**src/rtl/hazard_control_unit_if.sv**
```systemverilog
// Pipeline hazard signal bundle: ID/EX/MEM status in, pipeline steering out.
// master drives the pipeline status; slave is the hazard control unit.
interface hazard_control_unit_if;
    logic [4:0] id_Rn;
    logic [4:0] id_Rm;
    logic       id_usesRm;
    logic [4:0] ex_Rd;
    logic       ex_memRead;
    logic       ex_brTaken;
    logic       mem_busy;
    logic       pcWrite;
    logic       ifidWrite;
    logic       idexBubble;
    logic       ifidFlush;
    logic       freeze;
    logic       memTimeout;

    modport master (
        output id_Rn, id_Rm, id_usesRm, ex_Rd,
        output ex_memRead, ex_brTaken, mem_busy,
        input  pcWrite, ifidWrite, idexBubble,
        input  ifidFlush, freeze, memTimeout
    );

    modport slave (
        input  id_Rn, id_Rm, id_usesRm, ex_Rd,
        input  ex_memRead, ex_brTaken, mem_busy,
        output pcWrite, ifidWrite, idexBubble,
        output ifidFlush, freeze, memTimeout
    );
endinterface

```
**src/rtl/hazard_control_unit.sv**
```systemverilog
// Load-use stall, branch flush and memory-wait freeze with sticky timeout.
// Optional stall counter enabled by macro HAZARD_PERF_CNT_EN.
module hazard_control_unit #(
    parameter int MAX_WAIT = 15,
    parameter int CNT_W    = 16
) (
    input  logic clk,
    input  logic reset,
    hazard_control_unit_if.slave hz
`ifdef HAZARD_PERF_CNT_EN
    ,
    output logic [CNT_W-1:0] stallCycles
`endif
);
    localparam int WW = (MAX_WAIT > 0) ? $clog2(MAX_WAIT + 1) : 1;
    localparam logic [WW-1:0] MAX_CNT = WW'(MAX_WAIT);

    typedef enum logic [1:0] {
        RUN,
        WAIT,
        TIMEOUT
    } state_t;

    state_t        state, state_nxt;
    logic [WW-1:0] wait_cnt, cnt_nxt;
    logic          lu;
    logic          rn_hit, rm_hit;

    assign rn_hit = (hz.id_Rn == hz.ex_Rd);
    assign rm_hit = hz.id_usesRm & (hz.id_Rm == hz.ex_Rd);
    // XZR is never a real producer, so it cannot create a dependency
    assign lu = hz.ex_memRead & (hz.ex_Rd != 5'd31) & (rn_hit | rm_hit);

    always_ff @(posedge clk or negedge reset) begin
        if (!reset) begin
            state    <= RUN;
            wait_cnt <= '0;
        end else begin
            state    <= state_nxt;
            wait_cnt <= cnt_nxt;
        end
    end

    always_comb begin
        state_nxt = state;
        cnt_nxt   = wait_cnt;
        if (!hz.mem_busy)
            cnt_nxt = '0;
        else if (state != TIMEOUT)
            cnt_nxt = wait_cnt + WW'(1);
        unique case (state)
            RUN: begin
                if (hz.mem_busy)
                    state_nxt = WAIT;
            end
            WAIT: begin
                if (!hz.mem_busy)
                    state_nxt = RUN;
                else if (wait_cnt == MAX_CNT)
                    state_nxt = TIMEOUT;
            end
            TIMEOUT: state_nxt = TIMEOUT;
            default: state_nxt = RUN;
        endcase
    end

    always_comb begin
        hz.memTimeout = (state == TIMEOUT);
        hz.freeze     = hz.mem_busy | (state == TIMEOUT);
        hz.pcWrite    = 1'b1;
        hz.ifidWrite  = 1'b1;
        hz.idexBubble = 1'b0;
        hz.ifidFlush  = 1'b0;
        // A frozen pipeline holds EX/ID, so branch and load-use wait
        if (hz.freeze) begin
            hz.pcWrite   = 1'b0;
            hz.ifidWrite = 1'b0;
        end else if (hz.ex_brTaken) begin
            hz.idexBubble = 1'b1;
            hz.ifidFlush  = 1'b1;
        end else if (lu) begin
            hz.pcWrite    = 1'b0;
            hz.ifidWrite  = 1'b0;
            hz.idexBubble = 1'b1;
        end
    end

`ifdef HAZARD_PERF_CNT_EN
    always_ff @(posedge clk or negedge reset) begin
        if (!reset)
            stallCycles <= '0;
        else if ((hz.freeze | ~hz.pcWrite) && (stallCycles != '1))
            stallCycles <= stallCycles + CNT_W'(1);
    end
`endif
endmodule

```
**src/flat_wrapper.sv**
```systemverilog
// flat-port wrapper written by rule: the top's interface ports become plain ports
module hazard_control_unit_flat 
#(
    parameter int MAX_WAIT = 15,
    parameter int CNT_W    = 16
)
  (clk, reset, hz_id_Rn, hz_id_Rm, hz_id_usesRm, hz_ex_Rd, hz_ex_memRead, hz_ex_brTaken, hz_mem_busy, hz_pcWrite, hz_ifidWrite, hz_idexBubble, hz_ifidFlush, hz_freeze, hz_memTimeout);
  hazard_control_unit_if hz_i ();
  input  logic clk;
  input  logic reset;
  input wire logic [$bits(hz_i.id_Rn)-1:0] hz_id_Rn;
  input wire logic [$bits(hz_i.id_Rm)-1:0] hz_id_Rm;
  input wire logic [$bits(hz_i.id_usesRm)-1:0] hz_id_usesRm;
  input wire logic [$bits(hz_i.ex_Rd)-1:0] hz_ex_Rd;
  input wire logic [$bits(hz_i.ex_memRead)-1:0] hz_ex_memRead;
  input wire logic [$bits(hz_i.ex_brTaken)-1:0] hz_ex_brTaken;
  input wire logic [$bits(hz_i.mem_busy)-1:0] hz_mem_busy;
  output wire logic [$bits(hz_i.pcWrite)-1:0] hz_pcWrite;
  output wire logic [$bits(hz_i.ifidWrite)-1:0] hz_ifidWrite;
  output wire logic [$bits(hz_i.idexBubble)-1:0] hz_idexBubble;
  output wire logic [$bits(hz_i.ifidFlush)-1:0] hz_ifidFlush;
  output wire logic [$bits(hz_i.freeze)-1:0] hz_freeze;
  output wire logic [$bits(hz_i.memTimeout)-1:0] hz_memTimeout;
  assign hz_i.id_Rn = hz_id_Rn;
  assign hz_i.id_Rm = hz_id_Rm;
  assign hz_i.id_usesRm = hz_id_usesRm;
  assign hz_i.ex_Rd = hz_ex_Rd;
  assign hz_i.ex_memRead = hz_ex_memRead;
  assign hz_i.ex_brTaken = hz_ex_brTaken;
  assign hz_i.mem_busy = hz_mem_busy;
  assign hz_pcWrite = hz_i.pcWrite;
  assign hz_ifidWrite = hz_i.ifidWrite;
  assign hz_idexBubble = hz_i.idexBubble;
  assign hz_ifidFlush = hz_i.ifidFlush;
  assign hz_freeze = hz_i.freeze;
  assign hz_memTimeout = hz_i.memTimeout;
  hazard_control_unit #(.MAX_WAIT(MAX_WAIT), .CNT_W(CNT_W)) u_core (.clk(clk), .reset(reset), .hz(hz_i));
endmodule
```
**config.mk**
```make
export PLATFORM = sky130hd
export DESIGN_NAME = hazard_control_unit_flat
export DESIGN_NICKNAME = d
export VERILOG_FILES = /design/src/rtl/hazard_control_unit_if.sv /design/src/rtl/hazard_control_unit.sv /design/src/flat_wrapper.sv
export SDC_FILE = /design/constraint.sdc
export NUM_CORES = 1
export LEC_CHECK = 0
export BUFFER_PORTS_ARGS = -buffer_cell sky130_fd_sc_hd__buf_2
export CAP_MARGIN = 10
export CORE_AREA = 2 2 39 41
export CTS_CLUSTER_SIZE = 24
export DETAILED_ROUTE_END_ITERATION = 10
export DIE_AREA = 0 0 41 43
export GPL_TIMING_DRIVEN = 0
export PLACE_DENSITY = 0.7
export RECOVER_POWER = 25
export SYNTH_ARGS = -nofsm -noshare
export SYNTH_HDL_FRONTEND = slang
export SYNTH_SLANG_ARGS = --single-unit
```
**constraint.sdc**
```tcl
create_clock -name clk -period 2.33 [get_ports clk]
set_input_delay 0 -clock clk [delete_from_list [all_inputs] [get_ports clk]]
set_output_delay 0 -clock clk [all_outputs]
set_load 0.1 [all_outputs]
```
==> qor.yml <==
power_density_mw_per_mm2: 396
path_clk_slew_ns: 0.06
synth_edf_count: 0
avgSynthCellArea_um2: 8.97
clockBufferDepth: 2
multiInputGateArea_um2: 277
final_cell_count_no_fill: 94
holdWs_ns: 0.0392
synth_cells: 48
yosysSeqAreaShare_pct: 34.9
hold_viol_final: 0
drtPass1Iterations: 1
wirelength_um: 900
ys.warnings.count: 0
htreeDepth: 1
synthTopCellsByArea: "dfrtp_1 (35%), xor2_1 (18%), xnor2_1 (8.1%)"
antenna_found_initial: 0
clkSinkCount: 6
io_buffer_count: 26
seqCellArea_um2: 150
nNetsFinal: 102
fin_skew_ns: 0.0121
drc_errors: 0
layout-drive-gt1-share_pct: 39.7
initial_utilization_pct: 31.1
coreArea_mm2: 0.00138
synth.largest_area_cell: "dfrtp_1"
grt_pass1_vias: 385
synth_cell_type_count: 20
vias_per_cell: 4.49
cts_tree: "done"
synth_fp_nets: 70
finalSetupViolCount: 0
cp.required_ns: 2.33
grt_start_max_net_pins: 7
drt-initial-drc-count: 0
synthesis.area_um2: 430
crit_type: "reg -> out"
clockRootBuffer: "clkbuf_4"
yosysTopAreaCellShare_pct: 34.9
overflow: 0
fillCellCount: 133
rsz0062_at_grt: "false"
relSlewSlack_pct: 67.9
irDropWorstVdd_uv: 182
wire_per_inst_um: 9.57
vias: 422
path_max_fanout: 5
crit_path_start: "u_core.state[1]$_DFFE_PN0P_"
status: "finished, final reports clean"
gr-usage-all-layers_pct: 11.4
post-route-period-util_pct: 76.8
cts_made_buffers: 3
drv_slew: 0
cts-hold-fix-buffers: 1
critPathLaunchType: "register"
ys_dominant_reg_cell: "dfrtp_1"
dieArea_mm2: 0.00176
hpwl_um: 740
grt_pass1_wl_mm: 1.42
antenna_cells: 0
antenna_left: 0
min_path_type: "in -> reg"
worstPathArrival_ns: 1.79
io-pin-count: 27
core.rowCount: 14
cts_resized: 0
tightest_slew_ns: 0.484
clkLatencyLatePin_ns: 0.25
async_flop_share_pct: 100
fmax_mhz: 559
cts_setup_buffers: 0
p_leak_nw: 0.315
r2r_start: "u_core.state[0]$_DFFE_PN0P_"
end_kind: "output port"
area_growth_pct: 45.6
maxCapViolCount: 0
dieWidth_um: 41
placed_cells: 90
min_from: "hz_mem_busy"
gp_congestion: 0.582
fp.dieH_um: 43
finalCriticalPeriod_ns: 1.79
ys_ff_latch: 6
==> critical path, cell delays in order (launching register included) <==
cell and delay, ns:
dfrtp_1 0.37, nand2b_1 0.15, inv_1 0.11, nor2_1 0.17, inv_1 0.11, o31ai_4 0.17
buf_2 0.45
==> through the flow <==
stage          area [µm²]  worst slack, ns  total power, mW  TNS [ns]  utilization, %
6_report              627            0.541            0.248         0            45.3
5_1_grt               627            0.402            0.255         0            45.3
4_1_cts               628            0.544            0.249         0            45.4
3_5_place_dp          596            0.773            0.149         0            43.0
3_3_place_gp          596            0.779            0.148         0            43.0
2_1_floorplan         445           -0.299            0.122    -0.299               -
==> power breakdown <==
| group | internal [mW] | switching [mW] |
|---|---|---|
| combinational | 0.0225 | 0.0205 |
| clock | 0.0586 | 0.0422 |
| sequential | 0.104 | 0.0000000000000000298 |
==> final timing paths <==
path                                                       end  slack (ns)  cells after the start
worst max-delay path                             hz_idexBubble        0.54                      6
worst min-delay path            u_core.wait_cnt[3]$_DFFE_PN0P_        0.04                      2
worst max register to register  u_core.wait_cnt[0]$_DFFE_PN0P_        1.27                      4
worst min register to register  u_core.wait_cnt[1]$_DFFE_PN0P_        0.56                      2
max in group asynchronous       u_core.wait_cnt[1]$_DFFE_PN0P_        1.92                      2
min in group asynchronous          u_core.state[1]$_DFFE_PN0P_        0.15                      2
==> state kept, by name, indices dropped and copies added, names as in the netlist <==
name,cells
u_core.state,2
u_core.wait_cnt,4
==> layer usage <==
metal / up-vias / track usage (%) / wire, µm / part of all wire (%)
met5: - / 0 / 0 / 0
met4: 0 / 2.00 / 0 / 0
met1: 176 / 14.3 / 392 / 44
met2: 26 / 18.4 / 409 / 45
met3: 0 / 3.66 / 98 / 11
li1: 220 / - / - / -
==> cell usage in the layout, fill, tap and decap left out, drive strengths merged <==
master / n
o21ai: 2
nor2b: 1
clkbuf: 4
and2: 3
nor4: 1
xnor2: 4
dlygate4sd3: 1
inv: 3
o31a: 1
nor2: 2
ha: 1
nand4: 2
a21boi: 1
nand2: 5
dfrtp: 6
xor2: 9
nand3: 1
o31ai: 1
nand2b: 2
a32oi: 1
nor3: 1
buf: 26
==> layout make-up <==
type / instances / share of cell area (%)
Clock buffer: 3 / 3.59
Tap cell: 16 / 3.19
Inverter: 3 / 1.80
Sequential cell: 6 / 24.0
Multi-Input combinational cell: 38 / 44.1
Buffer: 1 / 1.20
Timing Repair Buffer: 27 / 22.2
==> synthesized netlist by cell type, types with 2 or more instances <==
library cell / n
xnor2_1: 4
o21ai_0: 2
nand4_1: 2
nor2_1: 2
nand2_1: 5
and2_1: 3
inv_1: 3
dfrtp_1: 6
xor2_1: 9
nand2b_1: 2
==> kinds of logic (layout without fill, tap and decap cells) <==
logic type	Yosys count	in the layout	synth area share, %
simple gates	18	18	21.5
xor+xnor	13	13	26.5
compound gates	6	6	9.89
flops	6	6	34.9
buf+inv	4	34	4.36
fa+ha+maj	1	1	2.91
Power figures use the tool's default switching activity.
